$ cat src/rtl/ascon_seq_pkg.sv
// Shared types for the Ascon job sequencer: data words, tag, FSM states and
// the helper that picks the first feed state of a job.
package ascon_seq_pkg;

    localparam int BLOCK_WIDTH = 64;

    typedef logic [BLOCK_WIDTH-1:0]   u64_t;
    typedef logic [2*BLOCK_WIDTH-1:0] u128_t;

    typedef enum logic [2:0] {
        IDLE     = 3'd0,
        START    = 3'd1,
        AD_REQ   = 3'd2,
        AD_WAIT  = 3'd3,
        PT_REQ   = 3'd4,
        PT_WAIT  = 3'd5,
        TAG_WAIT = 3'd6,
        DONE     = 3'd7
    } seq_state_e;

    // First phase that still has words to move; TAG_WAIT when both are empty.
    function automatic seq_state_e feed_entry(input logic ad_nz, input logic pt_nz);
        seq_state_e nxt;
        if (ad_nz) begin
            nxt = AD_REQ;
        end else if (pt_nz) begin
            nxt = PT_REQ;
        end else begin
            nxt = TAG_WAIT;
        end
        return nxt;
    endfunction

endpackage

$ cat src/rtl/ascon_seq.sv
// Job sequencer between a dual-port word memory and the ascon_wrapper FIFOs:
// feeds AD/PT words, drains CT words back to memory in parallel, captures the tag.
module ascon_seq
    import ascon_seq_pkg::*;
#(
    parameter int DATA_AW = 7,
    parameter int MEM_AW  = 8
) (
    input  logic                     clk,
    input  logic                     rst_n,
    input  logic                     go_i,
    input  logic [MEM_AW-1:0]        ad_base_i,
    input  logic [MEM_AW-1:0]        pt_base_i,
    input  logic [MEM_AW-1:0]        ct_base_i,
    input  logic [DATA_AW-1:0]       ad_size_i,
    input  logic [DATA_AW-1:0]       pt_size_i,
    output logic                     busy_o,
    output logic                     done_o,
    output logic [2*BLOCK_WIDTH-1:0] tag_o,
    output logic                     mem_re_o,
    output logic [MEM_AW-1:0]        mem_raddr_o,
    input  logic [BLOCK_WIDTH-1:0]   mem_rdata_i,
    output logic                     mem_we_o,
    output logic [MEM_AW-1:0]        mem_waddr_o,
    output logic [BLOCK_WIDTH-1:0]   mem_wdata_o,
    output logic                     start_o,
    input  logic                     ready_i,
    input  logic                     tag_valid_i,
    input  logic [2*BLOCK_WIDTH-1:0] tag_i,
    output logic                     ad_push_o,
    output logic [BLOCK_WIDTH-1:0]   ad_o,
    input  logic                     ad_full_i,
    output logic                     pt_push_o,
    output logic [BLOCK_WIDTH-1:0]   pt_o,
    input  logic                     pt_full_i,
    output logic                     ct_pop_o,
    input  logic [BLOCK_WIDTH-1:0]   ct_i,
    input  logic                     ct_empty_i
);

    seq_state_e           state_q, state_d;
    logic                 start_q;
    logic [MEM_AW-1:0]    ad_base_q, pt_base_q, ct_base_q;
    logic [DATA_AW-1:0]   ad_size_q, pt_size_q;
    logic [DATA_AW-1:0]   ad_idx_q, pt_idx_q, ct_idx_q, ct_left_q, ct_left_d;
    logic                 tag_seen_q, tag_seen_d;
    u128_t                tag_q;

    logic busy_s, ad_req_s, pt_req_s, ad_push_s, pt_push_s, ct_pop_s, ad_last_s, pt_last_s;

    assign busy_s    = (state_q != IDLE);
    assign ad_req_s  = (state_q == AD_REQ) && !ad_full_i;
    assign pt_req_s  = (state_q == PT_REQ) && !pt_full_i;
    assign ad_push_s = (state_q == AD_WAIT);
    assign pt_push_s = (state_q == PT_WAIT);
    assign ad_last_s = (ad_idx_q == ad_size_q - DATA_AW'(1'b1));
    assign pt_last_s = (pt_idx_q == pt_size_q - DATA_AW'(1'b1));

    // The drain never pops past pt_size words and runs alongside PT feeding.
    assign ct_pop_s   = busy_s && (ct_left_q != '0) && !ct_empty_i;
    assign ct_left_d  = ct_pop_s ? (ct_left_q - DATA_AW'(1'b1)) : ct_left_q;
    assign tag_seen_d = tag_seen_q || (busy_s && tag_valid_i);

    // Data outputs are forced to zero when not qualified so reset clears every port.
    assign busy_o      = busy_s;
    assign done_o      = (state_q == DONE);
    assign start_o     = start_q;
    assign tag_o       = tag_q;
    assign mem_re_o    = ad_req_s || pt_req_s;
    assign mem_raddr_o = ad_req_s ? (ad_base_q + MEM_AW'(ad_idx_q)) :
                         pt_req_s ? (pt_base_q + MEM_AW'(pt_idx_q)) : '0;
    assign ad_push_o   = ad_push_s;
    assign ad_o        = ad_push_s ? mem_rdata_i : '0;
    assign pt_push_o   = pt_push_s;
    assign pt_o        = pt_push_s ? mem_rdata_i : '0;
    assign ct_pop_o    = ct_pop_s;
    assign mem_we_o    = ct_pop_s;
    assign mem_waddr_o = ct_pop_s ? (ct_base_q + MEM_AW'(ct_idx_q)) : '0;
    assign mem_wdata_o = ct_pop_s ? ct_i : '0;

    // Next-state decode of the job FSM.
    always_comb begin
        state_d = state_q;
        case (state_q)
            IDLE:     if (go_i) state_d = START; else state_d = IDLE;
            START:    if (start_q) state_d = feed_entry(ad_size_q != '0, pt_size_q != '0);
                      else state_d = START;
            AD_REQ:   if (!ad_full_i) state_d = AD_WAIT; else state_d = AD_REQ;
            AD_WAIT:  if (ad_last_s) state_d = feed_entry(1'b0, pt_size_q != '0);
                      else state_d = AD_REQ;
            PT_REQ:   if (!pt_full_i) state_d = PT_WAIT; else state_d = PT_REQ;
            PT_WAIT:  if (pt_last_s) state_d = TAG_WAIT; else state_d = PT_REQ;
            TAG_WAIT: if (tag_seen_d && (ct_left_d == '0)) state_d = DONE;
                      else state_d = TAG_WAIT;
            DONE:     state_d = IDLE;
            default:  state_d = IDLE;
        endcase
    end

    // Job state, latched parameters, index counters and tag capture.
    always_ff @(posedge clk or negedge rst_n) begin
        if (!rst_n) begin
            state_q    <= IDLE;
            start_q    <= 1'b0;
            ad_base_q  <= '0;
            pt_base_q  <= '0;
            ct_base_q  <= '0;
            ad_size_q  <= '0;
            pt_size_q  <= '0;
            ad_idx_q   <= '0;
            pt_idx_q   <= '0;
            ct_idx_q   <= '0;
            ct_left_q  <= '0;
            tag_seen_q <= 1'b0;
            tag_q      <= '0;
        end else begin
            state_q <= state_d;
            // ready_i seen on the go cycle starts the core one cycle later
            start_q <= (((state_q == IDLE) && go_i) || ((state_q == START) && !start_q)) && ready_i;
            if (state_q == IDLE) begin
                if (go_i) begin
                    ad_base_q  <= ad_base_i;
                    pt_base_q  <= pt_base_i;
                    ct_base_q  <= ct_base_i;
                    ad_size_q  <= ad_size_i;
                    pt_size_q  <= pt_size_i;
                    ad_idx_q   <= '0;
                    pt_idx_q   <= '0;
                    ct_idx_q   <= '0;
                    ct_left_q  <= pt_size_i;
                    tag_seen_q <= 1'b0;
                end
            end else begin
                if (ad_push_s) ad_idx_q <= ad_idx_q + DATA_AW'(1'b1);
                if (pt_push_s) pt_idx_q <= pt_idx_q + DATA_AW'(1'b1);
                if (ct_pop_s)  ct_idx_q <= ct_idx_q + DATA_AW'(1'b1);
                ct_left_q  <= ct_left_d;
                tag_seen_q <= tag_seen_d;
                if (tag_valid_i) tag_q <= tag_i;
            end
        end
    end

endmodule
$ cat config.mk
export PLATFORM = sky130hd
export DESIGN_NAME = ascon_seq
export DESIGN_NICKNAME = d
export VERILOG_FILES = /design/src/rtl/ascon_seq_pkg.sv /design/src/rtl/ascon_seq.sv
export SDC_FILE = /design/constraint.sdc
export NUM_CORES = 1
export LEC_CHECK = 0
export ABC_AREA = 1
export CAP_MARGIN = 30
export CORE_AREA = 2 2 252 254
export CTS_CLUSTER_SIZE = 25
export DETAILED_ROUTE_END_ITERATION = 8
export DIE_AREA = 0 0 254 256
export PLACE_DENSITY = 0.42
export SLEW_MARGIN = 15
export SYNTH_ARGS = -nofsm -noshare
export SYNTH_HDL_FRONTEND = slang
export SYNTH_SLANG_ARGS = --single-unit
$ cat constraint.sdc
create_clock -name clk -period 4.2 [get_ports clk]
set_input_delay 0.42 -clock clk [delete_from_list [all_inputs] [get_ports clk]]
set_output_delay 0.42 -clock clk [all_outputs]
set_load 0.05 [all_outputs]
== Yosys cells after proc, flatten, opt, wreduce, memory -nomap -nowiden ==
Cells that the tools add are included.
Word-level totals
  register bits after elaboration: 199
  bits of input ports: 302
  output and inout bits: 344
  word-level logic and storage cells: 91
Cells by class
  $add $sub $neg: 9
  eq/ne operators: 10
  multiplexer cells: 28
  bitwise operators: 1
  reduce and logical (&&, ||, !) cells: 30
Operators with widths (number)
  $mux W64: 3
  $mux W7: 10
  $add A8 B7 Y8: 3
  $mux W8: 3
  $pmux W3 S8: 1
  $add A7 B1 Y7 const B: 3
  $reduce_bool A7 Y1: 3
  $sub A7 B1 Y7 const B: 3
  $eq A7 B7 Y1: 2
  $eq A3 B3 Y1 const B: 4
  $reduce_and A2 Y1: 5
  $logic_and A1 B1 Y1: 9
  $mux W3: 3
  $logic_not A7 Y1: 1
  $eq A3 B2 Y1 const B: 2
  $mux W1: 6
  $reduce_bool A2 Y1: 3
  $logic_not A1 Y1: 4
  $mux W2: 2
  $eq A3 B1 Y1 const B: 1
  $logic_not A3 Y1: 1
  $logic_or A1 B1 Y1: 3
  $reduce_bool A3 Y1: 1
  $ne A2 B2 Y1 const B: 1
  $not A1 Y1: 1

== Depth between registers and ports, before layout ==
  depth in word-level cells: 8
  gate-level depth with buffers: 15
  gate-level depth less buffers: 15

== Worst setup path before layout ==
No wires, ideal clock.
  path kind: register -> output
  from: register ad_idx_q[0]
  to: output port mem_raddr_o[4]
  arrival time: 2.375 ns
  required time: 3.780 ns
  path slack: 1.405 ns
  stages on the path, launching flop included: 11
  path buffers: 0
  cell sequence: dfrtp_1 > ha_1 > inv_1 > fa_1 > inv_1 > nand2_1 > nand2_1 > nand2_1 > nand2_1 > nor2_1 > o21ai_0
On the way
  longest elaborated chain between the ends: 2
Ends and longest elaborated chain
  from (decl): RTL line ascon_seq.sv:45  | logic [DATA_AW-1:0] ad_idx_q, pt_idx_q, ct_idx_q, ct_left_q, ct_left_d;
  from (signal assigned): RTL line ascon_seq.sv:134  | if (ad_push_s) ad_idx_q <= ad_idx_q + DATA_AW'(1'b1);
  $add A8 B7 Y8: RTL line ascon_seq.sv:70  | assign mem_raddr_o = ad_req_s ? (ad_base_q + MEM_AW'(ad_idx_q)) :
  $mux W8: RTL line ascon_seq.sv:70
  to (decl): RTL line ascon_seq.sv:21  | output logic [MEM_AW-1:0] mem_raddr_o,
Every way passes these cells.

== Final worst setup path ==
  from: register pt_idx_q[0]
  to: output port mem_raddr_o[2]
On the way
  longest elaborated chain between the ends: 3
Ends and longest elaborated chain
  from (decl): RTL line ascon_seq.sv:45
  from (signal assigned): RTL line ascon_seq.sv:135  | if (pt_push_s) pt_idx_q <= pt_idx_q + DATA_AW'(1'b1);
  $add A8 B7 Y8: RTL line ascon_seq.sv:71  | pt_req_s ? (pt_base_q + MEM_AW'(pt_idx_q)) : '0;
  $mux W8: RTL line ascon_seq.sv:71
  $mux W8: RTL line ascon_seq.sv:70
Every way passes these cells.

==> reports/results.ini <==
[clocking]
cts_setup_buffers=0
clk_latency_ns=0.47
clk_path_buf_depth=2
clock_sinks=199
cts_made_buffers=17
cts_tree=yes
root_buffer=clkbuf_16
cts_resized=0
clk_pin_slew_ns=0.08
cts_hold_buf=0
h-tree-depth=4

[synthesis]
yosysTopAreaCell=dfrtp_1
synth_seq_cells=199
syn_area_sq_um=11300
synth.yosys.seq_area_share_pct=44.1
syn_area_per_cell_sq_um=8.96
syn_nets=1595
yosys-top-cells-area=dfrtp_1 44%, mux2_4 16%, nor2_1 7.9%
synth_top_area_share_pct=44.1
ys_types=42
synth-warning-count=0
synth_cells=1261

[detailed_routing]
ant_nets=0
drt_iter0_markers=370
vias=10400
avgViaCountPerCell=3.79
dr.pass1.iters=4
avgRoutedWirePerCell_um=16.3
wirelength_mm=44.8
drc=0

[setup_path]
path_delay_family=buffers and inverters
worst-path-buf-inv=2
critPathKind=reg -> out
cp-end-kind=output pin
worstPathArrival_ns=3.19
cp_max_fo=4
start_kind=flop
worstPathCellList=ha_1 -> fa_1 -> nand2_1 -> inv_1 -> o32ai_1 -> clkdlybuf4s50_1
slowest_delay_ns=0.97
r2r_end=ad_size_q[0]
cp_data_required_time_ns=3.78
timing.rr.start=state_q[0]
r2r_setup_slack_ns=1.69
reg2regPathDepth=8
cp_slowest_cell=clkdlybuf4s50_1

[global_route]
antenna_found_initial=7
grt_pass1_vias=10700
grt_max_degree=104
overflow=0
grtUsageTotal_pct=13.4
grt_pass1_wl_mm=65.6

[sta]
fin_crit_ns=3.61
fmax_mhz=277
fin_setup_tns_ns=0
finalMaxSlewViolations=0
post-route-period-util_pct=86.0
worstMarginPinSlew_ns=0.859
rsz0062_at_grt=false
relSlewSlack_pct=42.8
hold_viol_final=0
setup_viol=0
clock_skew_ns=0.0138

[place]
place_inst=2719
gp_congestion=0.891
placed_area_sq_um=18700
dp_hpwl_mm=35.5
portBuffers=645

[floorplanning]
core_area_sq_um=62400
fp.dieH_um=256
die_area_sq_um=65000
num_io_pins=646
die_w_um=254
fp-row-count=92
start_util_pct=18.1

[power]
power_density_nw_per_um2=779
p_leak_nw=9.07
power_frac_clock_pct=11.5
power_switching_mw=7.64
max-vdd-ir-drop_mv=0.511
p_seq_share_pct=23.0
sw_frac_of_total_pct=51.0
p_comb_share_pct=65.5
p_int_mw=7.35

[hold_path]
hold_path_class=in -> async

[status]
status=complete, no violations

[final_layout]
register_area_sq_um=4980
utilization_pct=30.9
antenna_cells=0
final_cells=2751
stdcell_area_sq_um=19300
mostFrequentLayoutCells=644 x clkdlybuf4s50_1, 238 x nor2_1, 229 x nand2_1, 199 x dfrtp_1, 194 x inv_1
fillCellCount=6638
multi_input_area_sq_um=5260
fin_nets=2226
layout-drive-gt1-share_pct=10.6
area.growth.synth_to_final_pct=70.4
layout_commonest_cell=clkdlybuf4s50_1

[flow_run]
drv_cap=0

==> worst max-delay path by stage <==
stage                          end   startpoint  cells after the start
floorplan           mem_raddr_o[4]  ad_idx_q[0]                     10
global placement    mem_waddr_o[2]   ct_empty_i                      7
detailed placement  mem_waddr_o[2]   ct_empty_i                      7
CTS                 mem_raddr_o[2]  pt_idx_q[0]                      6
global route        mem_raddr_o[4]  pt_idx_q[0]                     10
finish              mem_raddr_o[2]  pt_idx_q[0]                      6
==> cell type report <==
type,count,area share [%]
multi-input cells,816,27.3
well taps,846,5.50
inverters,198,3.87
flip-flops and latches,199,25.9
clock buffers,17,2.21
repair buffers,660,34.3
clock inverters,15,0.890
==> Yosys cell counts <==
| master | count |
|---|---|
| and3_1 | 1 |
| o32ai_1 | 1 |
| nand4_1 | 8 |
| buf_4 | 5 |
| mux2_4 | 120 |
| o22ai_1 | 1 |
| nor3_1 | 14 |
| nor3_2 | 1 |
| ha_1 | 29 |
| o21a_1 | 1 |
| xnor2_1 | 13 |
| fa_1 | 3 |
| o211ai_1 | 1 |
| nor2_4 | 1 |
| and2_1 | 1 |
| a21oi_1 | 26 |
| nor2_1 | 238 |
| o21ai_1 | 2 |
| or2_2 | 3 |
| a21o_1 | 1 |
| dfrtp_1 | 199 |
| nor2_2 | 2 |
| mux2_2 | 9 |
| buf_6 | 15 |
| xor2_1 | 13 |
| o21ai_0 | 31 |
| nand2_4 | 6 |
| nand3_2 | 1 |
| nand3_1 | 47 |
| a21boi_0 | 1 |
| inv_2 | 3 |
| nand2_1 | 229 |
| a22o_1 | 1 |
| buf_2 | 21 |
| a21oi_4 | 1 |
| a31oi_1 | 2 |
| o21bai_1 | 2 |
| inv_4 | 1 |
| clkbuf_1 | 7 |
| nand2_2 | 4 |
| nand3b_1 | 2 |
| inv_1 | 194 |
==> power groups by stage <==
stage                     registers, mW  clock network, mW  logic, mW
after floorplan                    5.60                  0       4.52
after global placement             3.47                  0       9.93
after detailed placement           3.44                  0       9.94
after CTS                          3.46               1.82       9.95
after global routing               3.58               1.88       10.4
final                              3.45               1.73       9.82
==> worst reg2reg max path, stage by stage (launching register included) <==
cell and delay, ns:
dfrtp_1 0.48, nor2_4 0.21, nand2_4 0.21, inv_4 0.13
nand2_4 0.31, inv_2 0.52, buf_4 0.36, nand2_1 0.10
o21ai_0 0.10
==> logic make-up after synthesis <==
logic type | after synthesis | share of synthesized area [%]
adder cells (fa/ha/maj) | 32 | 3.74
AND/OR/NAND/NOR | 558 | 20.3
AO/OA/AOI/OAI | 71 | 3.48
buffers and inverters | 246 | 9.59
XOR/XNOR | 26 | 2.02
multiplexers | 129 | 16.8
flip-flops | 199 | 44.1
==> layer usage <==
layer  up-vias  GRT usage [%]  routed length, um
met2       351           23.4              22200
met5         -              0                 80
li1       5160              -                  -
met4        14           3.68                676
met1      4857           15.8              18600
met3        46           3.88               3260
==> per-stage QoR <==
| stage | total power [mW] | worst slack [ns] | hold WS (ns) |
|---|---|---|---|
| after floorplan | 10.1 | 1.41 | 0.124 |
| after global placement | 13.4 | 0.891 | 0.470 |
| after detailed placement | 13.4 | 0.890 | 0.474 |
| after CTS | 15.2 | 0.479 | 0.0928 |
| after global routing | 15.8 | 0.353 | 0.130 |
| final | 15.0 | 0.588 | 0.0740 |
==> registers in the layout, summed over array words and instances, names as in the netlist <==
signal,count
ct_left_q,7
ad_base_q,8
ad_size_q,7
ct_idx_q,7
state_q,3
pt_size_q,7
tag_o,128
tag_seen_q,1
ad_idx_q,7
pt_base_q,8
pt_idx_q,7
start_o,1
ct_base_q,8
Note: power is estimated with default switching activity, not from simulation.
